**src/rtl/key_event_ctrl.sv**
```systemverilog
// key_event_ctrl: classifies debounced key press/release pulses into short press,
// long press (with auto-repeat while held) and double click gestures.
// One shared timer is sequenced by a five-state FSM. All outputs are registered.
module key_event_ctrl #(
  parameter int CNT_W      = 26,
  parameter int LONG_CNT   = 50_000_000,
  parameter int DCLICK_CNT = 15_000_000,
  parameter int REPEAT_CNT = 10_000_000
) (
  input  logic Clk,
  input  logic Reset_n,
  input  logic Key_P_Flag,
  input  logic Key_R_Flag,
  output logic Short_Flag,
  output logic Long_Flag,
  output logic Repeat_Flag,
  output logic Double_Flag,
  output logic Key_Held
);

  // Terminal timer values; the timer counts 0..N-1 so an N-cycle interval ends at N-1.
  localparam logic [CNT_W-1:0] LONG_LAST   = CNT_W'(LONG_CNT - 1);
  localparam logic [CNT_W-1:0] DCLICK_LAST = CNT_W'(DCLICK_CNT - 1);
  localparam logic [CNT_W-1:0] REPEAT_LAST = CNT_W'(REPEAT_CNT - 1);

  typedef enum logic [2:0] {
    S_IDLE   = 3'd0,
    S_PRESS1 = 3'd1,
    S_LONG   = 3'd2,
    S_WAIT2  = 3'd3,
    S_PRESS2 = 3'd4
  } state_t;

  state_t           state;
  logic [CNT_W-1:0] cnt;
  logic             p_evt;
  logic             r_evt;

  // A simultaneous press and release is treated as a release only.
  assign p_evt = Key_P_Flag & ~Key_R_Flag;
  assign r_evt = Key_R_Flag;

  // Gesture FSM with shared timer and registered event/level outputs.
  always_ff @(posedge Clk or negedge Reset_n) begin
    if (!Reset_n) begin
      state       <= S_IDLE;
      cnt         <= '0;
      Short_Flag  <= 1'b0;
      Long_Flag   <= 1'b0;
      Repeat_Flag <= 1'b0;
      Double_Flag <= 1'b0;
      Key_Held    <= 1'b0;
    end else begin
      Short_Flag  <= 1'b0;
      Long_Flag   <= 1'b0;
      Repeat_Flag <= 1'b0;
      Double_Flag <= 1'b0;
      case (state)
        S_IDLE: begin
          cnt <= '0;
          if (p_evt) begin
            state    <= S_PRESS1;
            Key_Held <= 1'b1;
          end
        end
        S_PRESS1: begin
          // A release wins over the long-press timeout landing in the same cycle.
          if (r_evt) begin
            state    <= S_WAIT2;
            cnt      <= '0;
            Key_Held <= 1'b0;
          end else if (cnt == LONG_LAST) begin
            state     <= S_LONG;
            cnt       <= '0;
            Long_Flag <= 1'b1;
          end else begin
            cnt <= cnt + 1'b1;
          end
        end
        S_LONG: begin
          if (r_evt) begin
            state    <= S_IDLE;
            cnt      <= '0;
            Key_Held <= 1'b0;
          end else if (cnt == REPEAT_LAST) begin
            cnt         <= '0;
            Repeat_Flag <= 1'b1;
          end else begin
            cnt <= cnt + 1'b1;
          end
        end
        S_WAIT2: begin
          // Stray releases here are ignored and do not disturb the click window.
          if (p_evt) begin
            state    <= S_PRESS2;
            cnt      <= '0;
            Key_Held <= 1'b1;
          end else if (cnt == DCLICK_LAST) begin
            state      <= S_IDLE;
            cnt        <= '0;
            Short_Flag <= 1'b1;
          end else begin
            cnt <= cnt + 1'b1;
          end
        end
        S_PRESS2: begin
          // Untimed: holding the second press never turns into a long press.
          cnt <= '0;
          if (r_evt) begin
            state       <= S_IDLE;
            Key_Held    <= 1'b0;
            Double_Flag <= 1'b1;
          end
        end
        default: begin
          state    <= S_IDLE;
          cnt      <= '0;
          Key_Held <= 1'b0;
        end
      endcase
    end
  end

endmodule

```
**config.mk**
```make
export PLATFORM = sky130hd
export DESIGN_NAME = key_event_ctrl
export DESIGN_NICKNAME = d
export VERILOG_FILES = /design/src/rtl/key_event_ctrl.sv
export SDC_FILE = /design/constraint.sdc
export NUM_CORES = 1
export LEC_CHECK = 0
export ABC_AREA = 1
export CORE_ASPECT_RATIO = 1.25
export CORE_MARGIN = 4
export CORE_UTILIZATION = 56
export DETAILED_ROUTE_END_ITERATION = 6
export PLACE_DENSITY = 0.8
export SYNTH_ARGS = -nofsm -noshare
export SYNTH_HDL_FRONTEND = slang
export SYNTH_SLANG_ARGS = --single-unit
```
**constraint.sdc**
```tcl
create_clock -name Clk -period 1.4 [get_ports Clk]
set_input_delay 0.14 -clock Clk [delete_from_list [all_inputs] [get_ports Clk]]
set_output_delay 0.14 -clock Clk [all_outputs]
set_load 0.03 [all_outputs]
```
# Word-level counts from Yosys, hierarchy flattened
# Index checks and enable logic that the tools add are counted.
[totals]
ff_bits = 34
in_bits = 4
elab_cells = 57
[op_classes]
n_addsub = 1
n_eq_ne = 13
mux = 28
bitwise = 2
n_reduce_logical = 6
[ops]
columns = ["operator", "n"]
rows = [
  ["26-bit two-way mux", 6],
  ["26-bit case mux with 3 select lines", 1],
  ["26-bit by 24-bit equality test with 1-bit output, second input constant", 2],
  ["26-bit by 1-bit adder with 26-bit output, second input constant", 1],
  ["26-bit equality test, second input constant", 1],
  ["3-bit two-way mux", 6],
  ["1-bit two-way mux", 13],
  ["3-bit case mux with 4 select lines", 1],
  ["3-bit by 2-bit equality test with 1-bit output, second input constant", 2],
  ["2-bit by 1-bit inequality test with 1-bit output, second input constant", 3],
  ["3-bit inequality test, second input constant", 2],
  ["4-bit AND reduction", 1],
  ["2-bit OR reduction", 2],
  ["3-bit by 1-bit equality test with 1-bit output, second input constant", 1],
  ["3-bit equality test, second input constant", 1],
  ["3-bit zero test", 1],
  ["3-bit OR reduction", 1],
  ["2-bit inequality test, second input constant", 1],
  ["1-bit case mux with 2 select lines", 1],
  ["2-bit AND reduction", 1],
  ["1-bit AND", 1],
  ["1-bit NOT", 1],
]

# Depth between registers and ports, before layout
# Gate-level depths: netlist of the first run.
[logic_depth]
depth_word = 4
depth_mapped = 11

# Worst setup path before layout of the first run
# OpenSTA, ideal clock, no wires.
[synth_path]
kind = "flip-flop to flip-flop"
startpoint = "register cnt[0]"
endpoint = "register cnt[18]"
setup_ns = 0.113
arrival_ns = 1.401
t_required_ns = 1.287
setup_slack_ns = -0.114
stages_incl_launch_ff = 12
n_path_buf = 1
path_cell_list = "dfrtp_1 -> ha_1 -> nand2_2 -> nor2_4 -> nand3_2 -> inv_2 -> nand3_1 -> nand2_2 -> nand3_4 -> buf_6 -> nand2_1 -> inv_1"
[synth_via]
elab_chain_cells = 4
elab_cells_between_ends = 11
[synth_lines]
columns = ["element", "line_no", "rtl"]
rows = [
  ["start: declaration", "35", "logic [CNT_W-1:0] cnt;"],
  ["start signal: assignment", "77", "cnt <= cnt + 1'b1;"],
  ["start signal: assignment", "89", "cnt <= cnt + 1'b1;"],
  ["start signal: assignment", "103", "cnt <= cnt + 1'b1;"],
  ["26-bit by 1-bit adder with 26-bit output (tied with other cells)", "77, 89, 103", ""],
  ["26-bit two-way mux, on equally long branches", "98, 72, 85", ""],
  ["26-bit two-way mux, on equally long branches", "94, 68, 81", ""],
  ["26-bit case mux with 3 select lines (*)", "58", "case (state)"],
]
# Every way passes the cells marked *; elsewhere a longest branch is shown, timed or not.
# A chain may end at the register's enable or synchronous reset.

# Worst setup path after layout of the first run
[layout_path]
startpoint = "register cnt[19]"
endpoint = "register cnt[15]"
[layout_via]
elab_chain_cells = 4
elab_cells_between_ends = 10
[layout_lines]
columns = ["element", "line_no", "rtl"]
rows = [
  ["26-bit by 24-bit equality test with 1-bit output (tied with other cells)", "98", "end else if (cnt == DCLICK_LAST) begin"],
  ["26-bit two-way mux, on equally long branches", "98, 72, 85", ""],
  ["26-bit two-way mux, on equally long branches", "94, 68, 81", ""],
  ["26-bit case mux with 3 select lines (*)", "58", ""],
]
# Marked as above.

==> results of run 1 <==
==> metal layers <==
layer | vias up | track usage, %
li1 | 1500 | -
met1 | 1551 | 35.6
met2 | 251 | 55.5
met3 | 83 | 6.60
met4 | 0 | 17.7
met5 | - | 0
==> cell type report <==
cell class | count | area share (%)
Tap cell | 58 | 1.93
Inverter | 73 | 7.29
Timing Repair Buffer | 95 | 21.2
Sequential cell | 34 | 22.8
Clock buffer | 6 | 1.93
Clock inverter | 1 | 0.200
Multi-Input combinational cell | 296 | 44.7
==> flip-flops by register name (all words and copies together) (netlist names) <==
signal	cells
state	3
Long_Flag	1
Short_Flag	1
Key_Held	1
cnt	26
Double_Flag	1
Repeat_Flag	1
==> report_power, final <==
part	switching (uW)	leakage, uW	internal [uW]
logic	886	0.00150	588
clock network	398	0.0000373	342
registers	106	0.000461	1070
==> logic make-up after synthesis <==
| group | Yosys count |
|---|---|
| flip-flops | 34 |
| adder cells (fa/ha/maj) | 1 |
| XOR/XNOR | 8 |
| buffers and inverters | 82 |
| AO/OA/AOI/OAI | 9 |
| AND/OR/NAND/NOR | 277 |
==> how the worst max path moves through the flow <==
| stage | end | depth (start not counted) |
|---|---|---|
| floorplan | cnt[17] | 11 |
| global placement | Key_Held | 9 |
| detailed placement | cnt[19] | 7 |
| CTS | cnt[19] | 10 |
| global route | state[1] | 9 |
| finish | cnt[15] | 8 |
==> per-stage QoR <==
stage               TNS, ps  std cells  utilization, %  setup slack (ps)
detailed placement    -4920        542            74.5              -211
CTS                   -3450        557            80.4              -181
global placement      -3150        542            74.5              -169
floorplan              -762        411               -             -77.6
global route          -8580        563            85.0              -372
finish                -5940        563            85.0              -269
==> critical path, delay by kind of cell, from the launching register on <==
kind                   cells  cell delay (ps)
DFF                        1              420
buffers and inverters      1               40
and+or+nand+nor            7             1100
==> repair_timing <==
item                                   in CTS  in global routing
hold buffers                                1                  0
endpoints found under the hold margin      16                  0
resized for setup                          42                 46
gates cloned                                1                  0
setup endpoints to repair                  35                 32
setup buffers                               7                  7
pin swaps                                  14                 17
==> placed cells by master, fill, tap and decap left out, types with 2 or more instances in the layout <==
cell / count
sky130_fd_sc_hd__buf_12: 4
sky130_fd_sc_hd__buf_4: 76
sky130_fd_sc_hd__buf_6: 6
sky130_fd_sc_hd__clkbuf_8: 5
sky130_fd_sc_hd__clkdlybuf4s50_1: 2
sky130_fd_sc_hd__dfrtp_1: 29
sky130_fd_sc_hd__dfrtp_2: 5
sky130_fd_sc_hd__dlygate4sd2_1: 5
sky130_fd_sc_hd__inv_1: 63
sky130_fd_sc_hd__inv_2: 10
sky130_fd_sc_hd__nand2_1: 95
sky130_fd_sc_hd__nand2_2: 13
sky130_fd_sc_hd__nand2_4: 3
sky130_fd_sc_hd__nand3_1: 44
sky130_fd_sc_hd__nand3_2: 8
sky130_fd_sc_hd__nand3_4: 3
sky130_fd_sc_hd__nand4_1: 34
sky130_fd_sc_hd__nor2_1: 42
sky130_fd_sc_hd__nor2_2: 17
sky130_fd_sc_hd__nor2_4: 9
sky130_fd_sc_hd__nor3_1: 5
sky130_fd_sc_hd__nor3_2: 2
sky130_fd_sc_hd__o21ai_0: 2
sky130_fd_sc_hd__o21ai_2: 2
sky130_fd_sc_hd__xor2_1: 7
==> reports/metrics.csv, run 1 <==
stage,metric,value,unit
yosys,syn-instance-count,411,
run_status,violations_in_the_final_reports,setup timing,
run,max_cap_viol_count,0,
sta,final.period_utilization,119,%
routing,total_routed_wire_length_on_the_met1_layer,3520,um
cts,cts-htree-levels,2,
setup_path,critical_path_required,1580,ps
grt,grt_usage,32.4,%
setup_path,critPathSlowestCell,sky130_fd_sc_hd__dfrtp_1,
final_layout,drive_above_1_share,34.1,%
placed_design,post_dp_cell_area,0.00330,mm2
yosys,yosys-mux-area-fraction,0,%
power,leakagePower,0.00200,uW
sta,final-setup-viol-count,31,
sta,holdWs,321,ps
sta,report.final.hold_viol_count,0,
sta,fmaxAchievable,0.599,GHz
setup_path,worstReg2RegStart,cnt[19],
grt,grt.overflow.total,0,
sta,skew,16.8,ps
yosys,synthDominantCellAreaShare,33.0,%
floorplan,floorplan.initialDensity,58.2,%
power,power.ir.vdd_worst,0.00149,V
yosys,yosys.area_share.adder,0.486,%
sta,rsz0062_at_grt,true,
run_status,run_status,finished with violations,
final_layout,diodes,0,
yosys,xor_and_xnor_area_share_after_synthesis,2.72,%
cts,clock_sink_count,34,
hold_path,timing.hold.worst.class,primary input to async pin,
routing,top_signal_layer_used,met4,
yosys,synth_enable_flop_cells,0,
floorplan,core.rowCount,27,
setup_path,path_max_fanout,7,
setup_path,startpoint,cnt[19],
power,pwr_density_cell,900,mW/mm2
floorplan,die-width,68.7,um
yosys,ys_dominant_reg_cell,sky130_fd_sc_hd__dfrtp_1,
grt,number_of_global_route_vias_before_repair,3090,
yosys,synthesis.area_per_instance,6.27,um2
cts,cts-root-buf,sky130_fd_sc_hd__clkbuf_8,
routing,dr.pass1.iters,7,
floorplan,die_area,0.00575,mm2
sta,max_slew.worst_pin.slew,488,ps
grt,grt_start_max_net_pins,26,
floorplan,core_area,0.00443,mm2
routing,drt_first_iter_violations,396,
yosys,flop_and_latch_count_out_of_synthesis,34,
grt,grt_pass1_wl,14200,um
grt,grt_antenna_before_repair,0,
final_layout,sequential_cell_area,857,um2
yosys,synth_area_leader_cell,sky130_fd_sc_hd__dfrtp_1,
power,fin_total_pwr,3380,uW
routing,post_detailed_route_wirelength_per_cell,18.0,um
placed_design,port_buffers,8,
sta,drv_slew,0,
yosys,synthSimpleGateAreaFrac,49.2,%
yosys,synth_top_cells_by_count,"sky130_fd_sc_hd__nand2_1 (106), sky130_fd_sc_hd__inv_1 (71), sky130_fd_sc_hd__nor2_1 (63)",
cts,clock_tree.buffer_depth,2,
yosys,synth_async_sr_flop_share,100,%
final_layout,finish.instance_area,0.00376,mm2
yosys,seq_area_frac_synth,33.0,%
setup_path,cp-start-kind,register,
setup_path,critical_path_end_type,register,
setup_path,worst_r2r_path_depth,8,
setup_path,reg_to_reg_setup_timing_slack,-270,ps
yosys,synth_fp_nets,416,
yosys,synth.most_common_cell,sky130_fd_sc_hd__nand2_1,
setup_path,crit_chain,nor2_1 > nand2_1 > nor2_1 > nand3_2 > nand2_4 > nand3_4 > nand2_1 > inv_1,
routing,totalWireLength,10200,um
setup_path,worst_r2r_endpoint,cnt[15],
yosys,number_of_different_library_cells_in_the_post_synthesis_netlist,27,
final_layout,multiInputGateArea,0.00168,mm2
setup_path,worstPathArrival,1850,ps
final_layout,area.growth.synth_to_final,46.1,%
yosys,post_synth_main_area_contributors,"sky130_fd_sc_hd__dfrtp_1 (33%), sky130_fd_sc_hd__nand2_1 (15%), sky130_fd_sc_hd__inv_1 (10%)",
cts,clkLatencyLatePin,300,ps
routing,ant_nets,0,
cts,cts_buf_count,5,
placed_design,hpwl_after_dpl,5880,um
placed_design,gpl.final_weighted_congestion,0.957,
floorplan,boundaryPins,9,
yosys,synth_compound_gate_area_share,2.24,%
final_layout,finalNetCount,510,
cts,cts_tree,done,
yosys,yosysWarningCount,0,
cts,clk_transition_reported_paths,80,ps
yosys,mappedNetlistArea,0.00257,mm2
routing,routed-wl-met2,4910,um
sta,min_period,1670,ps
setup_path,cp_slowest_stage_delay,420,ps
routing,routed-wl-met3,855,um
routing,remaining_drc_errors,0,
sta,relSlewSlack,67.5,%
sta,layout_setup_ws,-269,ps
setup_path,criticalPathCategory,register to register,
floorplan,fp.dieH,83.8,um
routing,drt-vias-per-instance,6.01,
routing,detailroute.via_count,3385,
final_layout,fill_cells,254,
yosys,dominant_combinational_cell_family_by_area_after_synthesis,simple AND/OR/NAND/NOR gates,
Power figures use the tool's default switching activity.
==> run 2: changes to the inputs <==
--- a/config.mk
+++ b/config.mk
@@ -10,7 +10,9 @@
 export CORE_MARGIN = 4
 export CORE_UTILIZATION = 56
 export DETAILED_ROUTE_END_ITERATION = 6
-export PLACE_DENSITY = 0.8
+export PLACE_DENSITY = 0.82
+export SLEW_MARGIN = 5
 export SYNTH_ARGS = -nofsm -noshare
 export SYNTH_HDL_FRONTEND = slang
 export SYNTH_SLANG_ARGS = --single-unit
+export TNS_END_PERCENT = 100
==> run 2 against run 1 <==
The run still ends with setup timing left. Via count is 12% higher. Sequential power about the same. Largest cell class unchanged. Final area up 4.5%.
==> reports/metrics.csv, run 2 (same netlist as run 1, synthesis figures left out) <==
stage,metric,value,unit,change
cts,clock_sink_count,34,,unchanged
sta,rsz0062_at_grt,true,,
run,max_cap_viol_count,0,,unchanged
power,pwr_density_cell,968,mW/mm2,+7.6%
grt,grt_start_max_net_pins,25,,-3.8%
cts,cts-htree-levels,2,,unchanged
grt,grt_pass1_wl,14000,um,-1.2%
final_layout,fill_cells,194,,-24%
setup_path,worstPathArrival,1980,ps,+130 ps
setup_path,critical_path_required,1570,ps,about the same
run_status,run_status,finished with violations,,
power,fin_total_pwr,3800,uW,+12%
floorplan,die-width,68.7,um,unchanged
sta,holdWs,319,ps,-1.67 ps
floorplan,fp.dieH,83.8,um,unchanged
routing,totalWireLength,13100,um,+29%
setup_path,critical_path_end_type,register,,
setup_path,criticalPathCategory,register to register,,
sta,fmaxAchievable,0.552,GHz,-7.8%
final_layout,layout_top_registers,"cnt x26, state x3",,
final_layout,fin_cells,568,,+0.89%
final_layout,area.growth.synth_to_final,52.6,%,
cts,cts_buf_count,5,,unchanged
routing,drt_first_iter_violations,596,,+51%
final_layout,finalNetCount,514,,+0.78%
cts,clkLatencyLatePin,310,ps,about the same
setup_path,cp-start-kind,register,,
sta,relSlewSlack,67.8,%,+0.35 points
routing,drt-vias-per-instance,6.68,,+11%
grt,number_of_global_route_vias_before_repair,3067,,-0.74%
final_layout,drive_above_1_share,40.2,%,+6.1 points
sta,drv_slew,0,,unchanged
cts,cts_tree,done,,
routing,remaining_drc_errors,0,,unchanged
final_layout,largest_register_ffs,26,,unchanged
grt,grt_antenna_before_repair,0,,unchanged
cts,clk_transition_reported_paths,90,ps,about the same
sta,layout_setup_ws,-411,ps,-142 ps
sta,max_slew.worst_pin.slew,483,ps,-5.23 ps
sta,report.final.hold_viol_count,0,,unchanged
placed_design,pre_cts_ws,-211,ps,-0.654 ps
routing,post_detailed_route_wirelength_per_cell,23.0,um,+27%
routing,detailroute.via_count,3793,,+12%
final_layout,layout.cells.most_common_list,"sky130_fd_sc_hd__nand2_1 (83), sky130_fd_sc_hd__buf_4 (83), sky130_fd_sc_hd__inv_1 (57)",,
grt,grt_usage,31.6,%,-0.81 points
final_layout,top_register,cnt,,
setup_path,path_max_fanout,7,,unchanged
hold_path,timing.hold.worst.class,primary input to async pin,,
setup_path,reg_to_reg_setup_timing_slack,-410,ps,-140 ps
grt,grt.overflow.total,0,,unchanged
routing,dr.pass1.iters,6,,-1
floorplan,boundaryPins,9,,unchanged
routing,ant_nets,0,,unchanged
run_status,violations_in_the_final_reports,setup timing,,
power,power.ir.vdd_worst,0.00134,V,-10%
sta,final-setup-viol-count,32,,+3.2%
sta,final.period_utilization,129,%,+10 points
placed_design,gpl.final_weighted_congestion,0.984,,+2.7%
floorplan,core.rowCount,27,,unchanged
sta,skew,14.3,ps,-2.41 ps
cts,cts-root-buf,sky130_fd_sc_hd__clkbuf_8,,
floorplan,floorplan.initialDensity,58.2,%,unchanged
power,leakagePower,0.00212,uW,+6.1%
floorplan,core_area,0.00443,mm2,unchanged
placed_design,hpwl_after_dpl,5920,um,+0.64%
final_layout,diodes,0,,unchanged
floorplan,die_area,0.00575,mm2,unchanged
sta,min_period,1810,ps,+142 ps
placed_design,port_buffers,8,,unchanged
cts,clock_tree.buffer_depth,2,,unchanged
sta,tns,-8470,ps,-2530 ps
placed_design,place.detailed.instances,547,,+0.92%
run 2: changes by cell type in the layout (fill, tap and decap cells not counted), moves of 3 or more:
| cell | before | now |
|---|---|---|
| sky130_fd_sc_hd__nor2_4 | 9 | 13 |
| sky130_fd_sc_hd__buf_4 | 76 | 83 |
| sky130_fd_sc_hd__nand2_1 | 95 | 83 |
| sky130_fd_sc_hd__dfrtp_1 | 29 | 26 |
| sky130_fd_sc_hd__dfrtp_2 | 5 | 8 |
| sky130_fd_sc_hd__nor2_1 | 42 | 39 |
| sky130_fd_sc_hd__nand2_4 | 3 | 10 |
| sky130_fd_sc_hd__nand2_2 | 13 | 18 |
| sky130_fd_sc_hd__inv_2 | 10 | 14 |
| sky130_fd_sc_hd__inv_1 | 63 | 57 |
| sky130_fd_sc_hd__nand3_1 | 44 | 40 |
run 2: path summary, 6_finish.rpt:
check / from / end / depth (start not counted)
max in group asynchronous: Reset_n / cnt[15] / 3
min reg2reg: Key_Held / Key_Held / 2
max reg2reg: cnt[1] / cnt[3] / 8
min in group Clk: Key_Held / Key_Held / 2
max: cnt[1] / cnt[3] / 8
min: Reset_n / Short_Flag / 2
run 2: repair_timing:
action / 4_1_cts / 5_1_grt
hold buffers: 1 / 0
hold endpoints to repair: 16 / 0
endpoints found under the setup margin: 33 / 32
gates resized for setup: 37 / 94
setup buffers: 1 / 11
gates cloned: 1 / 0
pin swaps: 9 / 27
run 2: layout make-up:
class	instances	area [um2]	share of cell area, %
multi-input combinational	296	1810	45.9
sequential	34	861	21.9
inverter	73	279	7.10
timing repair buffer	99	798	20.3
clock inverter	3	45.0	1.15
clock buffer	5	68.8	1.75
tap	58	72.6	1.85
run 2: routing by layer:
| metal | wire (um) | track usage, % |
|---|---|---|
| met1 | 4060 | 36.1 |
| met2 | 5740 | 53.0 |
| met3 | 1670 | 6.20 |
| met4 | 1590 | 17.0 |
| met5 | 0 | 0 |
run 2: critical path, stage by stage (launching register included):
cell and delay [ps]:
sky130_fd_sc_hd__dfrtp_1 420, sky130_fd_sc_hd__ha_4 180, sky130_fd_sc_hd__nand2_4 80, sky130_fd_sc_hd__nor2_4 190, sky130_fd_sc_hd__nand4_1 190, sky130_fd_sc_hd__nor2_2 250
sky130_fd_sc_hd__nand2_4 120, sky130_fd_sc_hd__nand4_1 150, sky130_fd_sc_hd__nand3_1 100
run 2: where the power goes:
part	leakage [uW]	internal (uW)	total [uW]	switching [uW]
Clock	0.0000504	531	970	439
Combinational	0.00162	624	1680	1050
Sequential	0.000455	1060	1160	94.5
Total	0.00212	2220	3800	1590
run 2: per-stage QoR:
stage,utilization [%],instance area [um2]
floorplan,-,2580
global placement,74.8,3310
detailed placement,74.8,3310
CTS,80.4,3560
global route,88.8,3930
finish,88.8,3930
==> run 3: changes to the inputs <==
--- a/config.mk
+++ b/config.mk
@@ -5,12 +5,11 @@
 export SDC_FILE = /design/constraint.sdc
 export NUM_CORES = 1
 export LEC_CHECK = 0
-export ABC_AREA = 1
 export CORE_ASPECT_RATIO = 1.25
 export CORE_MARGIN = 4
-export CORE_UTILIZATION = 56
+export CORE_UTILIZATION = 30
 export DETAILED_ROUTE_END_ITERATION = 6
-export PLACE_DENSITY = 0.82
+export PLACE_DENSITY = 0.52
 export SLEW_MARGIN = 5
 export SYNTH_ARGS = -nofsm -noshare
 export SYNTH_HDL_FRONTEND = slang
==> run 3 against run 2 <==
The flow still finishes with violations (setup timing). Fmax fell by 9.5%. Clock skew decreased by 7.4 ps. Wire length fell by 67%. Synthesized cell count shrank 55%. First-iteration DRC count decreased by 89%. Die area is 26% higher. Register-to-register slack got worse by 190 ps. Critical path depth fell by 2. Sequential share of layout area up 11 points. Largest cell class unchanged.
==> reports/metrics.csv, run 3 <==
stage,metric,value,unit,change
yosys,synthesis.area_per_instance,9.57,um2,+53%
yosys,post_synth_main_area_contributors,"sky130_fd_sc_hd__dfrtp_1 (48%), sky130_fd_sc_hd__nor2_1 (7.4%), sky130_fd_sc_hd__xor2_1 (6.4%)",,
setup_path,reg_to_reg_setup_timing_slack,-600,ps,-190 ps
grt,grt_pass1_wl,7800,um,-44%
final_layout,fill_cells,570,,+190%
final_layout,layout.cells.most_common_list,"sky130_fd_sc_hd__buf_4 (63), sky130_fd_sc_hd__dfrtp_1 (34), sky130_fd_sc_hd__nor2_1 (33)",,
floorplan,boundaryPins,9,,unchanged
final_layout,layout.cells.most_common,sky130_fd_sc_hd__buf_4,,
floorplan,fp.dieH,94.1,um,+12%
routing,drt_first_iter_violations,67,,-89%
setup_path,critical_path_end_type,register,,
sta,skew,6.93,ps,-7.42 ps
run_status,run_status,finished with violations,,
final_layout,postLayoutCoreUtil,45.3,%,-43 points
yosys,synth.most_common_cell,sky130_fd_sc_hd__nor2_1,,
final_layout,diodes,0,,unchanged
grt,grt_usage,13.6,%,-18 points
routing,post_detailed_route_wirelength_per_cell,13.2,um,-43%
placed_design,hpwl_after_dpl,3180,um,-46%
sta,final-setup-viol-count,31,,-3.1%
cts,clkLatencyLatePin,290,ps,-20 ps
sta,relSlewSlack,79.2,%,+11 points
setup_path,criticalPathCategory,register to register,,
routing,remaining_drc_errors,0,,unchanged
yosys,syn-instance-count,186,,-55%
sta,drv_slew,0,,unchanged
power,leakagePower,0.00120,uW,-43%
final_layout,drive_above_1_share,34.4,%,-5.8 points
setup_path,worstSetupEndpoint,cnt[1],,
yosys,number_of_different_library_cells_in_the_post_synthesis_netlist,36,,+33%
setup_path,worstReg2RegStart,cnt[17],,
grt,grt.overflow.total,0,,unchanged
grt,grt_antenna_before_repair,0,,unchanged
power,power.share.switching,31.2,%,-11 points
final_layout,layout_top_registers,"cnt x26, state x3",,
setup_path,worst_r2r_endpoint,cnt[1],,
yosys,synth_fp_nets,191,,-54%
cts,clock_tree.buffer_depth,2,,unchanged
placed_design,port_buffers,8,,unchanged
cts,cts_buf_count,5,,unchanged
cts,clk_transition_reported_paths,70,ps,-20 ps
routing,detailroute.via_count,1587,,-58%
cts,clock_sink_count,34,,unchanged
power,share_comb_of_total_power,32.1,%,-12 points
yosys,synth_area_leader_cell,sky130_fd_sc_hd__dfrtp_1,,
power,netSwitchingPower,921,uW,-42%
final_layout,area.growth.synth_to_final,47.2,%,
cts,post_cts_hold_buffer_count,0,,-1
floorplan,core.rowCount,31,,+15%
setup_path,startpoint,cnt[17],,
yosys,ys_dominant_reg_cell,sky130_fd_sc_hd__dfrtp_1,,
yosys,mappedNetlistArea,0.00178,mm2,-31%
sta,final.period_utilization,143,%,+14 points
routing,dr.pass1.iters,4,,-2
floorplan,die-width,76.9,um,+12%
setup_path,worst_r2r_path_depth,6,,-2
yosys,synth_enable_flop_cells,0,,unchanged
final_layout,largest_register_ffs,26,,unchanged
power,internal_power,2030,uW,-8.3%
power,power.share.clock,30.3,%,+4.8 points
yosys,synth_top_cells_by_count,"sky130_fd_sc_hd__nor2_1 (35), sky130_fd_sc_hd__dfrtp_1 (34), sky130_fd_sc_hd__nand2_1 (15)",,
sta,layout_setup_ws,-601,ps,-190 ps
setup_path,path_max_fanout,10,,+3
routing,totalWireLength,4330,um,-67%
yosys,synth_async_sr_flop_share,100,%,unchanged
placed_design,gpl.final_weighted_congestion,0.831,,-15%
routing,drt-vias-per-instance,4.84,,-28%
run,max_cap_viol_count,0,,unchanged
setup_path,worstPathArrival,2180,ps,+200 ps
floorplan,core_area,0.00578,mm2,+31%
cts,cts-root-buf,sky130_fd_sc_hd__clkbuf_8,,
power,pwr_density_cell,1130,mW/mm2,+16%
floorplan,die_area,0.00724,mm2,+26%
cts,cts-htree-levels,2,,unchanged
final_layout,finalNetCount,266,,-48%
hold_path,timing.hold.worst.class,primary input to async pin,,
power,power.sequential.fraction,37.6,%,+7.2 points
setup_path,critical_path_required,1580,ps,about the same
run_status,violations_in_the_final_reports,setup timing,,
grt,grt_start_max_net_pins,35,,+40%
grt,number_of_global_route_vias_before_repair,1660,,-46%
sta,min_period,2000,ps,+190 ps
yosys,flop_and_latch_count_out_of_synthesis,34,,unchanged
floorplan,floorplan.initialDensity,30.8,%,-27 points
yosys,synthDominantCellAreaShare,47.8,%,+15 points
power,fin_total_pwr,2950,uW,-22%
yosys,yosysWarningCount,0,,unchanged
final_layout,top_register,cnt,,
cts,cts_tree,done,,
sta,max_slew.worst_pin.slew,310,ps,-173 ps
routing,ant_nets,0,,unchanged
sta,fmaxAchievable,0.500,GHz,-9.5%
sta,holdWs,221,ps,-98.6 ps
setup_path,cp-start-kind,register,,
power,power.ir.vdd_worst,0.000630,V,-53%
sta,rsz0062_at_grt,true,,
yosys,seq_area_frac_synth,47.8,%,+15 points
sta,report.final.hold_viol_count,0,,unchanged
-- run 3: cell types whose count changed after synthesis, moves of 10 or more --
| cell | delta |
|---|---|
| sky130_fd_sc_hd__inv_1 | -67 |
| sky130_fd_sc_hd__nand2_1 | -91 |
| sky130_fd_sc_hd__nand3_1 | -40 |
| sky130_fd_sc_hd__nand4_1 | -27 |
| sky130_fd_sc_hd__nor2_1 | -28 |
| sky130_fd_sc_hd__xnor2_1 | +10 |
-- run 3: cell type report --
class / instances / area (um2) / area share [%]
Tap cell: 66 / 82.6 / 3.15
Inverter: 4 / 15.0 / 0.573
Timing Repair Buffer: 74 / 589 / 22.5
Sequential cell: 34 / 851 / 32.5
Clock inverter: 1 / 30.0 / 1.15
Multi-Input combinational cell: 142 / 976 / 37.2
Clock buffer: 7 / 76.3 / 2.91
-- run 3: kinds of logic after synthesis --
group / synth area share (%)
DFF: 47.8
AOI/OAI and AO/OA: 4.78
and+or+nand+nor: 31.9
adders and majority gates: 0.703
xor gates and xnor gates: 11.8
buffers and inverters: 3.02
-- run 3: repair_timing --
| action | in CTS | in global routing |
|---|---|---|
| gates resized for setup | 9 | 14 |
| setup buffers | 2 | 2 |
| pin swaps | 1 | 2 |
| setup endpoints to repair | 36 | 32 |
-- run 3: routing by layer --
metal  wire [um]  global-route usage (%)
met1        1910                    16.3
met2        2180                    23.0
met3         155                    3.17
met4          82                    6.04
met5           0                       0
-- run 3: worst max-delay path: stages, from the launching register on --
cell and delay (ps):
sky130_fd_sc_hd__dfrtp_1 410, sky130_fd_sc_hd__nor4_4 320, sky130_fd_sc_hd__nand2_1 80, sky130_fd_sc_hd__or4_4 560, sky130_fd_sc_hd__a211oi_4 250, sky130_fd_sc_hd__buf_4 210
sky130_fd_sc_hd__nor2b_1 60
-- run 3: per-stage QoR --
step                      area [um2]  std cells  setup slack [ps]  setup TNS [ps]
after floorplan                 1820        186              -633          -16520
after global placement          2420        317              -647          -18030
after detailed placement        2420        317              -619          -17310
after CTS                       2550        327              -618          -17450
after global routing            2620        328              -707          -20160
final                           2620        328              -601          -16990
-- run 3: worst min-delay path by stage --
stage	start	endpoint	cells past startpoint
floorplan	Reset_n	Double_Flag	0
global placement	Reset_n	cnt[22]	2
detailed placement	Reset_n	cnt[22]	2
CTS	Reset_n	cnt[22]	2
global route	Reset_n	cnt[22]	2
finish	Reset_n	cnt[21]	2
-- run 3: power by group through the flow --
stage	clock network [uW]	logic [uW]	registers [uW]
2_1_floorplan	0	465	1180
3_3_place_gp	0	857	1120
3_5_place_dp	0	863	1130
4_1_cts	926	859	1110
5_1_grt	955	1050	1120
6_report	895	948	1110
